**config.mk**
```make
export PLATFORM = sky130hd
export DESIGN_NAME = wb_vector_assembler
export DESIGN_NICKNAME = d
export VERILOG_FILES = /design/src/rtl/wb_vector_assembler.sv
export SDC_FILE = /design/constraint.sdc
export NUM_CORES = 1
export LEC_CHECK = 0
export ABC_AREA = 1
export BUFFER_PORTS_ARGS = -buffer_cell sky130_fd_sc_hd__clkbuf_2
export CORE_AREA = 2 2 110 112
export DETAILED_ROUTE_END_ITERATION = 10
export DIE_AREA = 0 0 112 114
export SETUP_SLACK_MARGIN = 0.02
export SLEW_MARGIN = 0
export SYNTH_ARGS = -nofsm -noshare
export SYNTH_HDL_FRONTEND = slang
export SYNTH_SLANG_ARGS = --single-unit
```
**constraint.sdc**
```tcl
create_clock -name clk -period 2.03 [get_ports clk]
set_input_delay 0.3045 -clock clk [delete_from_list [all_inputs] [get_ports clk]]
set_output_delay 0.3045 -clock clk [all_outputs]
set_load 0.01 [all_outputs]
```
**src/rtl/wb_vector_assembler.sv**
```systemverilog
// Writeback write-port builder: ALU vectors pass straight through, memory elements are gathered into one vector write.
// Latency: 1 cycle from ALU accept, or from the final gathered element, to the registered write pulse.
// Backpressure: wbReady drops for the whole gather; in IDLE one request is accepted per cycle.
module wb_vector_assembler #(
  parameter int registerSize  = 8,
  parameter int vectorSize    = 4,
  parameter int selectionBits = 4
) (
  input  logic                                     clk,
  input  logic                                     reset,
  input  logic                                     wbValid,
  output logic                                     wbReady,
  input  logic                                     wbIsVec,
  input  logic                                     wbFromMem,
  input  logic [selectionBits-1:0]                 wbDest,
  input  logic [vectorSize-1:0][registerSize-1:0]  wbAluData,
  input  logic                                     memElemValid,
  input  logic [registerSize-1:0]                  memElemData,
  input  logic                                     wbFlush,
  output logic                                     regWrEnSc,
  output logic                                     regWrEnVec,
  output logic [selectionBits-1:0]                 regToWrite,
  output logic [vectorSize-1:0][registerSize-1:0]  dataIn,
  output logic                                     busy
);

  // Lane counter must be able to hold vectorSize itself.
  localparam int CW = $clog2(vectorSize + 1);

  typedef enum logic {IDLE, GATHER} state_t;
  typedef logic [vectorSize-1:0][registerSize-1:0] vec_t;

  state_t                   state;
  logic [CW-1:0]            lane_cnt;
  logic [CW-1:0]            target_cnt;
  vec_t                     gather_buf;
  logic [selectionBits-1:0] dest_q;
  logic                     is_vec_q;

  vec_t                     gather_next;
  vec_t                     alu_scalar;
  vec_t                     mem_scalar;
  logic                     accept;
  logic                     last_elem;

  // Buffer as it would look with the current element dropped into its lane.
  always_comb begin
    gather_next = gather_buf;
    for (int i = 0; i < vectorSize; i++) begin
      if (lane_cnt == CW'(i)) begin
        gather_next[i] = memElemData;
      end
    end
  end

  // Scalar writes only carry lane 0; upper lanes are forced to zero.
  always_comb begin
    alu_scalar    = '0;
    alu_scalar[0] = wbAluData[0];
    mem_scalar    = '0;
    mem_scalar[0] = memElemData;
  end

  // Acceptance is only possible in IDLE; a flush that cycle blocks it.
  always_comb begin
    accept    = wbValid && wbReady && !wbFlush;
    last_elem = memElemValid && ((lane_cnt + CW'(1)) == target_cnt);
  end

  // Main FSM: registered write port, handshake flags and gather state.
  always_ff @(posedge clk) begin
    if (!reset) begin
      state      <= IDLE;
      lane_cnt   <= '0;
      target_cnt <= '0;
      gather_buf <= '0;
      dest_q     <= '0;
      is_vec_q   <= 1'b0;
      regWrEnSc  <= 1'b0;
      regWrEnVec <= 1'b0;
      regToWrite <= '0;
      dataIn     <= '0;
      busy       <= 1'b0;
      wbReady    <= 1'b1;
    end else begin
      // Write enables are single-cycle pulses; data/dest hold otherwise.
      regWrEnSc  <= 1'b0;
      regWrEnVec <= 1'b0;
      case (state)
        IDLE: begin
          if (accept) begin
            if (!wbFromMem) begin
              regWrEnVec <= wbIsVec;
              regWrEnSc  <= !wbIsVec;
              regToWrite <= wbDest;
              dataIn     <= wbIsVec ? wbAluData : alu_scalar;
            end else begin
              dest_q     <= wbDest;
              is_vec_q   <= wbIsVec;
              target_cnt <= wbIsVec ? CW'(vectorSize) : CW'(1);
              lane_cnt   <= '0;
              gather_buf <= '0;
              state      <= GATHER;
              busy       <= 1'b1;
              wbReady    <= 1'b0;
            end
          end
        end
        GATHER: begin
          // Flush has priority over a simultaneous final element.
          if (wbFlush) begin
            lane_cnt <= '0;
            state    <= IDLE;
            busy     <= 1'b0;
            wbReady  <= 1'b1;
          end else if (memElemValid) begin
            gather_buf <= gather_next;
            if (last_elem) begin
              lane_cnt   <= '0;
              regWrEnVec <= is_vec_q;
              regWrEnSc  <= !is_vec_q;
              regToWrite <= dest_q;
              dataIn     <= is_vec_q ? gather_next : mem_scalar;
              state      <= IDLE;
              busy       <= 1'b0;
              wbReady    <= 1'b1;
            end else begin
              lane_cnt <= lane_cnt + CW'(1);
            end
          end
        end
        default: begin
          state   <= IDLE;
          busy    <= 1'b0;
          wbReady <= 1'b1;
        end
      endcase
    end
  end

endmodule

```
==> results of run 1 <==
==> synth_stat cells (2+ instances only) <==
library cell	count
sky130_fd_sc_hd__nand3_1	57
sky130_fd_sc_hd__ha_1	5
sky130_fd_sc_hd__buf_1	2
sky130_fd_sc_hd__nor2_2	4
sky130_fd_sc_hd__a21oi_1	60
sky130_fd_sc_hd__nand4_1	12
sky130_fd_sc_hd__buf_6	3
sky130_fd_sc_hd__nor2_1	122
sky130_fd_sc_hd__nand2_1	208
sky130_fd_sc_hd__dfxtp_1	82
sky130_fd_sc_hd__clkbuf_1	16
sky130_fd_sc_hd__buf_2	15
sky130_fd_sc_hd__inv_1	76
sky130_fd_sc_hd__buf_4	3
sky130_fd_sc_hd__inv_2	4
sky130_fd_sc_hd__mux2i_1	4
sky130_fd_sc_hd__o21ai_0	30
==> final cells by class <==
cell class                 count  area [um^2]
clock buffer                  11          233
sequential                    82         1640
timing repair buffer         111          633
multi-input combinational    505         2210
fill                        1253         6430
tap                          147          184
clock inverter                 5         78.8
inverter                      80          300
==> cells in the final DEF (no fill, tap or decap), types with 4 or more instances in the layout <==
| cell type | n |
|---|---|
| sky130_fd_sc_hd__nand2_1 | 208 |
| sky130_fd_sc_hd__nor2_1 | 121 |
| sky130_fd_sc_hd__clkbuf_2 | 90 |
| sky130_fd_sc_hd__dfxtp_1 | 80 |
| sky130_fd_sc_hd__inv_1 | 76 |
| sky130_fd_sc_hd__a21oi_1 | 60 |
| sky130_fd_sc_hd__nand3_1 | 57 |
| sky130_fd_sc_hd__o21ai_0 | 29 |
| sky130_fd_sc_hd__buf_4 | 19 |
| sky130_fd_sc_hd__nand4_1 | 12 |
| sky130_fd_sc_hd__clkbuf_16 | 9 |
| sky130_fd_sc_hd__nor2_2 | 5 |
| sky130_fd_sc_hd__ha_1 | 5 |
| sky130_fd_sc_hd__inv_2 | 4 |
| sky130_fd_sc_hd__mux2i_1 | 4 |
==> layer usage <==
metal	vias to the layer above	GRT usage, %	wire length [um]
met1	2122	26.2	5900
met2	130	35.6	6090
met3	12	3.45	705
met5	-	0	0
met4	0	6.42	143
li1	2362	-	-
==> registers in the layout, indices dropped and copies added, names as in the netlist <==
register / cells
regToWrite: 4
regWrEnVec: 1
wbReady: 1
gather_buf: 32
regWrEnSc: 1
target_cnt: 2
dataIn: 32
lane_cnt: 3
state: 1
dest_q: 4
busy: 1
==> power groups by stage <==
stage,combinational [mW],clock (mW),sequential [mW]
after floorplan,0.372,0,1.80
after detailed placement,0.615,0,1.78
after CTS,0.620,1.78,1.75
after global routing,0.705,1.84,1.76
after global placement,0.607,0,1.78
final,0.618,1.75,1.75
==> critical path, cell delays in order, from the launching register on <==
cell and delay (ns):
sky130_fd_sc_hd__dfxtp_1 0.35, sky130_fd_sc_hd__ha_1 0.20, sky130_fd_sc_hd__ha_1 0.29, sky130_fd_sc_hd__inv_1 0.05, sky130_fd_sc_hd__nand2_1 0.06, sky130_fd_sc_hd__nand2_1 0.09
sky130_fd_sc_hd__o21bai_2 0.16, sky130_fd_sc_hd__nand2_1 0.10, sky130_fd_sc_hd__buf_12 0.20, sky130_fd_sc_hd__nor2_1 0.16, sky130_fd_sc_hd__nor2_1 0.06
==> logic make-up after synthesis <==
family / synth area share (%)
buffers and inverters: 11.5
adders and majority gates: 1.44
and+or+nand+nor: 37.8
DFF: 37.8
muxes: 0.921
AOI/OAI and AO/OA: 10.6
==> per-stage QoR <==
step                      power (mW)  util [%]  hold WS, ns  worst slack [ns]  instance area (um^2)
after floorplan                 2.17         -        0.427             0.268                  4350
after global placement          2.38      42.4        0.435             0.214                  4960
after detailed placement        2.40      42.4        0.447            0.0928                  4960
after CTS                       4.14      45.1        0.240            0.0700                  5280
after global routing            4.30      45.1        0.239            0.0234                  5280
final                           4.11      45.1        0.244             0.188                  5280
==> final timing paths <==
check	from	endpoint	slack, ns	cells past startpoint
hold reg to reg	gather_buf[15]$_SDFFE_PN0P_	gather_buf[15]$_SDFFE_PN0P_	0.46	2
setup reg to reg	lane_cnt[1]$_SDFFE_PN0P_	dataIn[7]$_SDFFE_PN0P_	0.19	10
hold / removal	wbDest[0]	dest_q[0]$_SDFFE_PN0P_	0.24	3
setup / recovery	lane_cnt[1]$_SDFFE_PN0P_	dataIn[7]$_SDFFE_PN0P_	0.19	10
==> impl_metrics.toml, run 1 <==
[status]
status = "complete, no violations"

[clock_tree]
number_of_buffers_created_by_cts = 9
cts_repair_resize_count = 0
cts_hold_buffers = 0
cts_sinks = 82
level_count_of_the_clock_h_tree = 3
clk-insertion-delay-late_ns = 0.33
post-cts-setup-buffer-count = 0
root_buffer = "sky130_fd_sc_hd__clkbuf_16"
path_clk_slew_ns = 0.06
max-clock-path-buffers = 2
tritoncts_clock_tree = "built"

[finish]
stdcell_count = 941
layout_nets = 845
synthToLayoutAreaGrowth_pct = 21.5
layout-drive-gt1-share_pct = 17.5
n_antenna_cell = 0

[yosys]
synthesis.instances = 706
post_synth_num_cell_types = 20
synth_top_area_share_pct = 37.8
synth_seq_cells = 82
postSynthAreaPerCell_um2 = 6.16
synthFlopType = "sky130_fd_sc_hd__dfxtp_1"
syn-cell-area_um2 = 4350
async_reset_ff_share_pct = 0
synth.net_count = 762
share_of_the_yosys_chip_area_belonging_to_registers_pct = 37.8
synth_warnings = 0
yosys-top-cells-area = "sky130_fd_sc_hd__dfxtp_1 38%, sky130_fd_sc_hd__nand2_1 18%, sky130_fd_sc_hd__nor2_1 11%"
synth-edff-count = 0
netlist.top_cell.by_area = "sky130_fd_sc_hd__dfxtp_1"

[timing]
worstMarginPinSlew_ns = 0.429
hold_viol_final = 0
achievable_freq_ghz = 0.543
setup_repair_after_global_routing_missed_its_margin = "no"
timing.final.crit_period_ns = 1.84
clock_skew_ns = 0.00458
drv_slew = 0
final.period_utilization_pct = 90.7
timing.setup.tns_ns = 0
setup_violators_final = 0
worst_slew_margin_rel_pct = 71.3

[floorplanning]
core_ar_um2 = 11700
fp.dieW_um = 112
die_area_um2 = 12800
design.portCount = 91
floorplan.initialDensity_pct = 37.1
std_cell_rows = 40
fp.dieH_um = 114

[drt]
vias = 4626
post_drt_wl_per_cell_um = 13.6
route.antenna.remaining_nets = 0
drt-initial-drc-count = 360
routed_via_density = 4.92
drt_first_pass_iters = 5
route.final.wire_length_um = 12800
dr_drc_count = 0

[job]
cap_viol_max_count = 0

[placement]
io_buffer_count = 90
dp.final_hpwl_um = 9010
placedCellCount = 925
gp_congestion = 0.837

[setup_path]
worstPathArrival_ns = 2.07
criticalPathCategory = "reg -> reg"
critPathRequiredTime_ns = 2.26
worstPathMaxFanout = 48
setup.worst_path.start_class = "flip-flop"
end_kind = "flip-flop"

[pwr]
seq_power_share_pct = 42.5
switching_part_of_the_total_power_pct = 27.0
vdd.ir_drop.worst_v = 0.000435
p_leak_nw = 2.51
power.switching_mw = 1.11
power.clock.fraction_pct = 42.5
combPwrFrac_pct = 15.0
p_int_mw = 3.00
powerDensity_nw_per_um2 = 778

[global_route]
grt_start_max_net_pins = 49
via_count_of_the_first_global_routing_pass = 4466
grt_overflow_total = 0
antenna_violations_before_repair = 0
all_layer_global_routing_usage_pct = 20.5
wire_length_of_the_first_global_routing_pass_um = 21000

[worst_hold_path]
worstHoldPathType = "in -> reg"
No activity file was read; power rests on OpenSTA's default activity.
==> run 2, diff against run 1 <==
--- a/config.mk
+++ b/config.mk
@@ -7,9 +7,9 @@
 export LEC_CHECK = 0
 export ABC_AREA = 1
 export BUFFER_PORTS_ARGS = -buffer_cell sky130_fd_sc_hd__clkbuf_2
-export CORE_AREA = 2 2 110 112
+export CORE_AREA = 2 2 108 110
 export DETAILED_ROUTE_END_ITERATION = 10
-export DIE_AREA = 0 0 112 114
+export DIE_AREA = 0 0 110 112
 export SETUP_SLACK_MARGIN = 0.02
 export SLEW_MARGIN = 0
 export SYNTH_ARGS = -nofsm -noshare
==> impl_metrics.toml, run 2 (synthesis results as in run 1) <==
[floorplanning]
core_ar_um2 = 11200
design.portCount = 91
std_cell_rows = 39
die_area_um2 = 12300
floorplan.initialDensity_pct = 38.9
fp.dieW_um = 110
fp.dieH_um = 112

[clock_tree]
post-cts-setup-buffer-count = 0
number_of_buffers_created_by_cts = 9
path_clk_slew_ns = 0.06
tritoncts_clock_tree = "built"
cts_hold_buffers = 0
root_buffer = "sky130_fd_sc_hd__clkbuf_16"
cts_sinks = 82
clk-insertion-delay-late_ns = 0.33
max-clock-path-buffers = 2
level_count_of_the_clock_h_tree = 3

[pwr]
p_int_mw = 3.00
p_leak_nw = 2.52
power.switching_mw = 1.09
power.clock.fraction_pct = 42.1
seq_power_share_pct = 42.6
switching_part_of_the_total_power_pct = 26.7
combPwrFrac_pct = 15.3
power_mw = 4.09
vdd.ir_drop.worst_v = 0.000398
powerDensity_nw_per_um2 = 772

[timing]
worstMarginPinSlew_ns = 0.434
holdWs_ns = 0.245
achievable_freq_ghz = 0.535
setup_repair_after_global_routing_missed_its_margin = "no"
timing.final.crit_period_ns = 1.87
clock_skew_ns = 0.00797
timing.setup.tns_ns = 0
setup_violators_final = 0
final.period_utilization_pct = 92.1
worst_slew_margin_rel_pct = 71.0
drv_slew = 0
final.setup.worst_slack_ns = 0.160
hold_viol_final = 0

[drt]
post_drt_wl_per_cell_um = 13.6
routed_via_density = 4.91
route.antenna.remaining_nets = 0
vias = 4610
drt_first_pass_iters = 4
route.final.wire_length_um = 12800
dr_drc_count = 0
drt-initial-drc-count = 310

[finish]
registers_with_the_most_flip_flops = "dataIn: 32 flops, gather_buf: 32 flops"
layout_commonest_cell = "sky130_fd_sc_hd__nand2_1"
final_cell_mix = "207 x sky130_fd_sc_hd__nand2_1, 122 x sky130_fd_sc_hd__nor2_1, 90 x sky130_fd_sc_hd__clkbuf_2, 81 x sky130_fd_sc_hd__dfxtp_1, 76 x sky130_fd_sc_hd__inv_1"
stdcell_count = 938
layout_nets = 847
synthToLayoutAreaGrowth_pct = 22.0
layout-drive-gt1-share_pct = 17.7
n_antenna_cell = 0

[job]
cap_viol_max_count = 0

[global_route]
wire_length_of_the_first_global_routing_pass_um = 20800
all_layer_global_routing_usage_pct = 21.4
antenna_violations_before_repair = 0
grt_start_max_net_pins = 41
grt_overflow_total = 0
via_count_of_the_first_global_routing_pass = 4405

[placement]
gp_congestion = 0.825
placedCellCount = 922
dp.final_hpwl_um = 9250
io_buffer_count = 90
dpl_worst_slack_ns = 0.109

[setup_path]
critPathRequiredTime_ns = 2.26
worstPathMaxFanout = 20
criticalPathCategory = "reg -> reg"
end_kind = "flip-flop"
setup.worst_path.start_class = "flip-flop"
worstPathArrival_ns = 2.10

[status]
status = "complete, no violations"

[worst_hold_path]
worstHoldPathType = "in -> reg"
run 2: cell count changes in the layout (fill, tap and decap cells not counted), sizes merged:
cell,previous run,this run
buf,21,22
clkinv,3,1
clkinvlp,0,2
run 2: worst max-delay path, stage by stage, from the launching register on:
cell and delay [ns]:
sky130_fd_sc_hd__dfxtp_2 0.34, sky130_fd_sc_hd__ha_1 0.20, sky130_fd_sc_hd__ha_1 0.31, sky130_fd_sc_hd__inv_1 0.07, sky130_fd_sc_hd__nand2_1 0.08, sky130_fd_sc_hd__nand2_1 0.09, sky130_fd_sc_hd__o21bai_2 0.19, sky130_fd_sc_hd__nand2_4 0.11
sky130_fd_sc_hd__clkbuf_16 0.21, sky130_fd_sc_hd__nor2_1 0.12, sky130_fd_sc_hd__nor2_1 0.05
run 2: power by group through the flow:
| stage | registers [mW] | clock network, mW | logic [mW] |
|---|---|---|---|
| after floorplan | 1.80 | 0 | 0.372 |
| after global placement | 1.78 | 0 | 0.609 |
| after detailed placement | 1.78 | 0 | 0.615 |
| after CTS | 1.75 | 1.76 | 0.618 |
| after global routing | 1.76 | 1.82 | 0.710 |
| final | 1.75 | 1.72 | 0.624 |
run 2: routing by layer:
layer  wire, um  GRT usage (%)  vias up
li1           -              -     2368
met1       5670           26.8     2086
met2       6080           36.0      130
met3        651           3.69       26
met4        371           8.78        0
met5          0              0        -
run 2: final timing paths:
check | startpoint | end | slack, ns | cells after the start
setup reg to reg | lane_cnt[0]$_SDFFE_PN0P_ | dataIn[0]$_SDFFE_PN0P_ | 0.16 | 10
hold reg to reg | gather_buf[15]$_SDFFE_PN0P_ | gather_buf[15]$_SDFFE_PN0P_ | 0.45 | 2
setup / recovery | lane_cnt[0]$_SDFFE_PN0P_ | dataIn[0]$_SDFFE_PN0P_ | 0.16 | 10
hold / removal | wbDest[0] | dest_q[0]$_SDFFE_PN0P_ | 0.24 | 3
run 2: repair_timing:
item | 4_1_cts | 5_1_grt
endpoints found under the hold margin | 0 | 0
gates resized for setup | 0 | 5
endpoints found under the setup margin | 0 | 15
run 2: final cells by class:
type	instances	area, um^2
Timing Repair Buffer	113	653
Clock buffer	10	229
Fill cell	1148	5870
Inverter	80	300
Multi-Input combinational cell	505	2220
Tap cell	143	179
Sequential cell	82	1640
Clock inverter	5	80.1
run 2: through the flow:
stage | util, % | area, um^2
2_1_floorplan | - | 4350
3_3_place_gp | 44.3 | 4950
3_5_place_dp | 44.3 | 4950
4_1_cts | 47.1 | 5260
5_1_grt | 47.5 | 5300
6_report | 47.5 | 5300
